File: config.mk
export PLATFORM = sky130hd
export DESIGN_NAME = div_unit
export DESIGN_NICKNAME = d
export VERILOG_FILES = /design/src/rtl/div_unit.sv
export SDC_FILE = /design/constraint.sdc
export NUM_CORES = 1
export LEC_CHECK = 0
export BUFFER_PORTS_ARGS = -buffer_cell sky130_fd_sc_hd__buf_2
export CAP_MARGIN = 10
export CORE_MARGIN = 3
export CORE_UTILIZATION = 55
export CTS_BUF_LIST = sky130_fd_sc_hd__clkbuf_2 sky130_fd_sc_hd__clkbuf_4 sky130_fd_sc_hd__clkbuf_8
export DETAILED_ROUTE_END_ITERATION = 10
export GPL_TIMING_DRIVEN = 0
export PLACE_DENSITY = 0.79
export SYNTH_ARGS = -nofsm -noshare
export SYNTH_HDL_FRONTEND = slang
export SYNTH_SLANG_ARGS = --single-unit
File: constraint.sdc
create_clock -name clk -period 4.5 [get_ports clk]
set_input_delay 0.45 -clock clk [delete_from_list [all_inputs] [get_ports clk]]
set_output_delay 0.45 -clock clk [all_outputs]
set_load 0.05 [all_outputs]
File: src/rtl/div_unit.sv
// Iterative radix-2 restoring divider for MIPS DIV/DIVU: quotient to LO, remainder to HI.
// One iteration per cycle, start/valid handshake, cancel for pipeline flush.
module div_unit #(
   parameter int unsigned WIDTH = 32
) (
   input  logic             clk,
   input  logic             resetn,
   input  logic             start,
   input  logic             is_signed,
   input  logic [WIDTH-1:0] a,
   input  logic [WIDTH-1:0] b,
   input  logic             cancel,
   output logic             busy,
   output logic             valid,
   output logic [WIDTH-1:0] lo,
   output logic [WIDTH-1:0] hi
);

   localparam int unsigned CNT_W = $clog2(WIDTH);

   typedef enum logic [1:0] {
      IDLE = 2'd0,
      DIV  = 2'd1,
      DONE = 2'd2
   } state_t;

   state_t             state_q;
   logic [WIDTH-1:0]   dvd_q, dvs_q, rem_q, lo_q, hi_q;
   logic [CNT_W-1:0]   cnt_q;
   logic               asign_q, bsign_q, signed_q;
   logic               busy_q, valid_q;

   logic [WIDTH-1:0]   abs_a, abs_b, part_lo, diff, rem_d, dvd_d, lo_fix, hi_fix;
   logic               ge, neg_quo, neg_rem;

   // One restoring step; the compare keeps rem[MSB] so divisors >= 2^31 stay exact.
   always_comb begin
      abs_a   = (is_signed && a[WIDTH-1]) ? (~a + WIDTH'(1)) : a;
      abs_b   = (is_signed && b[WIDTH-1]) ? (~b + WIDTH'(1)) : b;
      part_lo = {rem_q[WIDTH-2:0], dvd_q[WIDTH-1]};
      ge      = {rem_q, dvd_q[WIDTH-1]} >= {1'b0, dvs_q};
      diff    = part_lo - dvs_q;
      rem_d   = ge ? diff : part_lo;
      dvd_d   = {dvd_q[WIDTH-2:0], ge};
      neg_quo = signed_q & (asign_q ^ bsign_q);
      neg_rem = signed_q & asign_q;
      lo_fix  = neg_quo ? (~dvd_d + WIDTH'(1)) : dvd_d;
      hi_fix  = neg_rem ? (~rem_d + WIDTH'(1)) : rem_d;
   end

   always_ff @(posedge clk or negedge resetn) begin
      if (!resetn) begin
         state_q  <= IDLE;
         dvd_q    <= '0;
         dvs_q    <= '0;
         rem_q    <= '0;
         cnt_q    <= '0;
         asign_q  <= 1'b0;
         bsign_q  <= 1'b0;
         signed_q <= 1'b0;
         lo_q     <= '0;
         hi_q     <= '0;
         busy_q   <= 1'b0;
         valid_q  <= 1'b0;
      end else begin
         valid_q <= 1'b0;
         case (state_q)
            IDLE: begin
               if (cancel) begin
                  state_q <= IDLE;
               end else if (start) begin
                  if (b == '0) begin
                     lo_q    <= '1;
                     hi_q    <= a;
                     valid_q <= 1'b1;
                     state_q <= DONE;
                  end else begin
                     dvd_q    <= abs_a;
                     dvs_q    <= abs_b;
                     rem_q    <= '0;
                     cnt_q    <= '0;
                     asign_q  <= is_signed & a[WIDTH-1];
                     bsign_q  <= is_signed & b[WIDTH-1];
                     signed_q <= is_signed;
                     busy_q   <= 1'b1;
                     state_q  <= DIV;
                  end
               end
            end
            DIV: begin
               if (cancel) begin
                  busy_q  <= 1'b0;
                  state_q <= IDLE;
               end else begin
                  rem_q <= rem_d;
                  dvd_q <= dvd_d;
                  cnt_q <= cnt_q + CNT_W'(1);
                  if (cnt_q == CNT_W'(WIDTH - 1)) begin
                     lo_q    <= lo_fix;
                     hi_q    <= hi_fix;
                     busy_q  <= 1'b0;
                     valid_q <= 1'b1;
                     state_q <= DONE;
                  end
               end
            end
            DONE: begin
               state_q <= IDLE;
            end
            default: begin
               busy_q  <= 1'b0;
               state_q <= IDLE;
            end
         endcase
      end
   end

   assign busy  = busy_q;
   assign valid = valid_q;
   assign lo    = lo_q;
   assign hi    = hi_q;

endmodule
## After elaboration in Yosys (flattened, before gate mapping)

Cells that the tools add are included.

- Add/subtract/negate cells: 6
- $mul: 0
- Divide/modulo/power cells: 0
- Order comparisons: 1
- Eq/ne operators: 11
- Shift-type cells: 0
- Multiplexer cells: 50
- Bitwise logic cells: 12
- Reduce and logical (&&, ||, !) cells: 10

Operators with widths:

| operator | number |
|---|---|
| 32-bit two-way mux | 23 |
| 32-bit one-hot mux with 2 select lines | 4 |
| 32-bit by 1-bit adder with 32-bit output (second input constant) | 4 |
| 32-bit NOT | 4 |
| 33-bit by 32-bit >= comparator with 1-bit output | 1 |
| 32-bit logical NOT | 1 |
| 32-bit subtractor | 1 |
| 5-bit two-way mux | 4 |
| 2-bit inequality test (second input constant) | 6 |
| 1-bit two-way mux | 10 |
| 2-bit two-way mux | 5 |
| 5-bit one-hot mux with 2 select lines | 1 |
| 5-bit AND reduction | 2 |
| 3-bit inequality test (second input constant) | 2 |
| 6-bit AND reduction | 1 |
| 5-bit by 1-bit adder with 5-bit output (second input constant) | 1 |
| 5-bit == test (second input constant) | 1 |
| 1-bit AND | 4 |
| 2-bit one-hot mux with 2 select lines | 1 |
| 4-bit AND reduction | 1 |
| 1-bit NOT | 3 |
| 1-bit one-hot mux with 3 select lines | 1 |
| 2-bit by 1-bit == test with 1-bit output (second input constant) | 1 |
| 2-bit == test (second input constant) | 1 |
| 6 further kinds | 7 |

- Flip-flop bits (word level): 172
- Bits in latches: 0
- Bits in writable memories: 0
- ROM bits: 0
- Input bits: 69
- Output and inout port bits: 66
- Logic and storage cells: 102
- Memories kept: 0

## Logic depth before layout (Yosys ltp)

- Depth in word-level cells: 8
- Gate-level depth with buffers: 23
- Gate-level depth less buffers: 18

## Least setup slack after synthesis

Ideal clock, no wire load.

- Path kind: register -> register
- Start point: register rem_q[0]
- End point: register hi_q[24], in the netlist hi[24]
- Library setup time: 0.126 ns
- Data arrival time: 4.174 ns
- Required time: 4.374 ns
- Path slack: 0.200 ns
- Stages on the path, launching flop included: 20
- Buffers on the path: 3
- Clock period less this slack: 4.300 ns
- Cells stage by stage: dfrtp_1 -> ha_1 -> nor2b_4 -> o2111ai_1 -> a21oi_2 -> o211a_1 -> o211ai_4 -> nand2_4 -> inv_2 -> buf_4 -> buf_2 -> buf_2 -> mux2i_1 -> ha_1 -> o221ai_1 -> and4bb_2 -> nand3_1 -> o21ai_0 -> xor2_1 -> a221o_1

- Word-level cells in the longest chain between the ends: 8
- Elaborated cells between the ends (all ways): 9
- Classes of those cells: add/sub: 2; order compare: 1; mux: 5; bitwise: 1

RTL lines:

| element | line | text |
|---|---|---|
| start: declaration | 28 | `logic [WIDTH-1:0] dvd_q, dvs_q, rem_q, lo_q, hi_q;` |
| start signal: assignment | 95 | `rem_q <= rem_d;` |
| 32-bit subtractor or 33-bit by 32-bit >= comparator with 1-bit output (tied branches) | 42, 41 |  |
| 32-bit two-way mux * | 43 | `rem_d = ge ? diff : part_lo;` |
| 32-bit NOT | 48 | `hi_fix = neg_rem ? (~rem_d + WIDTH'(1)) : rem_d;` |
| 32-bit by 1-bit adder with 32-bit output | 48 |  |
| 32-bit two-way mux * | 48 |  |
| 32-bit two-way mux * | 98 | `if (cnt_q == CNT_W'(WIDTH - 1)) begin` |
| 32-bit two-way mux * | 91 | `if (cancel) begin` |
| 32-bit one-hot mux with 2 select lines * | 67 | `case (state_q)` |
| end signal: assignment | 100 | `hi_q <= hi_fix;` |
| end: declaration | 28 |  |

Every way passes the cells marked *; elsewhere a longest branch is shown, timed or not. The select of a mux whose other input is x is not followed.
A chain may end at the register's enable or synchronous reset.

## Final worst setup path

- Start point: register rem_q[9]
- End point: register hi_q[24], in the netlist hi[24]

Same word-level chain as after synthesis.

==> summary.txt <==
Timing
  • Final worst-path cycle share: 99.4%
  • Relative slew slack: 25.2%
  • Fin worst setup slack: 0.0285 ns
  • # setup viols final: 0
  • Hold WS: 0.243 ns
  • Worst Tran Pin Value: 1.12 ns
  • Final Hold Fails: 0
  • Period minus WS final: 4.47 ns
  • Fmax: 0.224 GHz
  • Worst Clk Skew: 0.0163 ns
  • Max-slew violations: 0

Logic synthesis
  • Top cells by area, synth: dfrtp_1, o21ai_0, nand2_1
  • Top_reg_cell synth: dfrtp_1
  • Most common cell in the netlist: nand2_1
  • Commonest cells post-synth: nand2_1, o21ai_0, dfrtp_1, nor2_1, a21oi_1
  • #FFs+latches synth: 172
  • Netlist Area Pre-Place: 12100 um2
  • YS warnings: 0
  • Number of distinct library cells after synthesis: 79
  • Post-synthesis sequential area ratio: 35.5%
  • Post-synth top area cell: dfrtp_1
  • Synth Area per Inst: 7.87 um2
  • Mapped Cells: 1540
  • Number of flops mapped to enable cells by yosys: 0
  • Synth async-reset ratio: 100%
  • Synth top area share: 35.5%
  • Syn Nets: 1648

GRT
  • Largest net degree at the start of global routing: 100
  • First-pass GRT wire length: 63800 um
  • Initial antenna violation count: 0
  • Total global routing overflow: 0
  • Met2 GRT Util: 49.4%
  • M3 GR Usage: 6.44%
  • GR Layer Usage met1: 50.5%
  • Total GRT Usage: 33.8%
  • Vias in the first global route: 11430
  • Gr busiest metal: met1

Run
  • Max cap viols: 0

Die
  • Initial Util: 56.8%
  • CORE AREA: 21400 um2
  • Row cnt: 53
  • DIE WIDTH: 154 um
  • # IOs: 135
  • Die extent in y: 154 um
  • Die area: 23900 um2

Clocking
  • Clk Latency, worst-skew pair: 0.50 ns
  • Htree depth: 4
  • Max Root-Sink Buffers: 2
  • Clock transition at the registers of the reported paths: 0.11 ns
  • TritonCTS Buffers: 17
  • Root Buffer: clkbuf_8
  • CTS Sinks: 172
  • CTS tree: built

Detailed routing
  • Post-route ant nets: 0
  • Via count: 12578
  • Starting DRC count in detailed routing: 1498
  • Final WL: 41000 um
  • DRC: 0
  • DR WL/cell: 20.5 um
  • Vias per cell: 6.27
  • First-pass DRT Iterations: 5

Layout
  • Antenna cells: 0
  • Share of layout cells above drive strength 1: 16.8%
  • Area growth, synth to finish: 16.2%
  • Final-stage net count: 1825

Hold path
  • WHS Path Cells: 3
  • Hold wc startpoint: a[20]
  • Hold endpoint: hi[20]$_DFFE_PN0P_
  • Worst hold-check path type: in2reg

Setup path
  • Critical path type: reg2reg
  • Launch point of the worst reg-to-reg path: rem_q[9]$_DFFE_PN0P_
  • Worst Path Arrival: 4.85 ns
  • Critical Path Sink Type: flop
  • R2r worst-path depth: 20
  • CP Max Fanout: 10
  • R2R setup slack: 0.03 ns
  • R2r endpoint: hi[24]$_DFFE_PN0P_
  • WP data required: 4.87 ns
  • Worst Setup SP: rem_q[9]$_DFFE_PN0P_
  • CP startpoint kind: flop

Place
  • Placer Congestion: 0.988
  • Worst slack, placed: -1.24 ns
  • Number of buffers added on ports: 134
  • Hpwl dp: 31200 um

Status
  • Status: complete, no violations

Power and ir drop
  • Worst vdd ir: 0.000410 V
  • Pleak: 0.00628 uW
  • Total power: 7230 uW
  • Power per cell area: 513 nW/um2
==> cells by family (layout without fill, tap and decap cells) <==
kind of cell / after synthesis / in the layout / synth area share (%)
fa+ha+maj: 39 / 39 / 4.09
compound gates: 497 / 497 / 24.8
flops: 172 / 172 / 35.5
buf+inv: 142 / 332 / 4.86
xor+xnor: 118 / 118 / 8.53
mux: 15 / 15 / 1.28
simple gates: 557 / 557 / 21.0
==> area by class of cell <==
cell class | instances | area, um2
Timing Repair Buffer | 160 | 898
Clock inverter | 14 | 144
Multi-Input combinational cell | 1226 | 7490
Sequential cell | 172 | 4310
Tap cell | 275 | 344
Clock buffer | 18 | 241
Fill cell | 1903 | 7270
Buffer | 80 | 428
Inverter | 60 | 225
==> worst max-delay path by stage <==
stage	endpoint
finish	hi[24]$_DFFE_PN0P_
global route	hi[24]$_DFFE_PN0P_
CTS	hi[24]$_DFFE_PN0P_
detailed placement	hi[24]$_DFFE_PN0P_
global placement	hi[24]$_DFFE_PN0P_
floorplan	hi[24]$_DFFE_PN0P_
==> worst max-delay path, stage by stage, from the launching register on <==
cell and delay [ns]:
dfrtp_2 0.48, ha_1 0.29, clkbuf_4 0.19, a21oi_2 0.20, o21ai_1 0.14, a21oi_2 0.21, inv_1 0.10, o211ai_4 0.30
nand2_8 0.12, inv_2 0.09, buf_8 0.14, buf_12 0.15, buf_12 0.15, mux2i_4 0.28, ha_4 0.20, o221ai_2 0.12
and4bb_2 0.41, nand3_4 0.12, o21ai_2 0.17, xor2_1 0.12, a221o_1 0.35
==> routing by layer <==
layer,part of all wire [%],vias up
li1,-,5822
met1,43,6012
met2,43,647
met3,10,97
met4,3.1,0
met5,0,-
==> state kept, by name (all words and copies together), names as in the netlist <==
signal and count:
dvs_q 32, signed_q 1, bsign_q 1, dvd_q 32, busy 1, asign_q 1, hi 32, state_q 2
lo 32, rem_q 32, cnt_q 5, valid 1
==> per-stage QoR <==
| step | area, um2 | utilization, % | TNS, ns | std cells |
|---|---|---|---|---|
| after floorplan | 12100 | - | 0 | 1540 |
| after global placement | 13100 | 61.5 | -14.08 | 1949 |
| after detailed placement | 13200 | 61.7 | -14.04 | 1950 |
| after CTS | 13800 | 64.4 | 0 | 1989 |
| after global routing | 14100 | 65.9 | -0.0547 | 2005 |
| final | 14100 | 65.9 | 0 | 2005 |
==> cell usage in the layout (no fill, tap or decap), types with 11 or more instances in the layout <==
cell / count
clkbuf_1: 43
a31oi_1: 37
nand3_1: 24
o21ai_0: 168
nand2_1: 225
and3_1: 12
and2_1: 13
a21o_1: 11
o31ai_1: 24
buf_2: 154
a21oi_1: 131
o21ai_1: 12
o211ai_1: 11
xnor2_1: 48
dfrtp_1: 167
clkbuf_8: 17
nor3_1: 28
nor4_1: 14
a211oi_1: 17
nor2_1: 151
ha_1: 30
inv_1: 58
or3_1: 25
buf_4: 28
xor2_1: 70
==> timing repair <==
item	4_1_cts	5_1_grt
buffers inserted	6	18
endpoints found under the hold margin	73	0
hold buffers	1	0
setup endpoints to repair	29	16
pin swaps	2	9
gates resized for setup	39	41
gates cloned	0	0
==> report_power, final <==
part	internal (uW)	switching, uW
clock network	423	706
registers	1800	296
logic	1460	2540
Note: power is estimated with default switching activity, not from simulation.
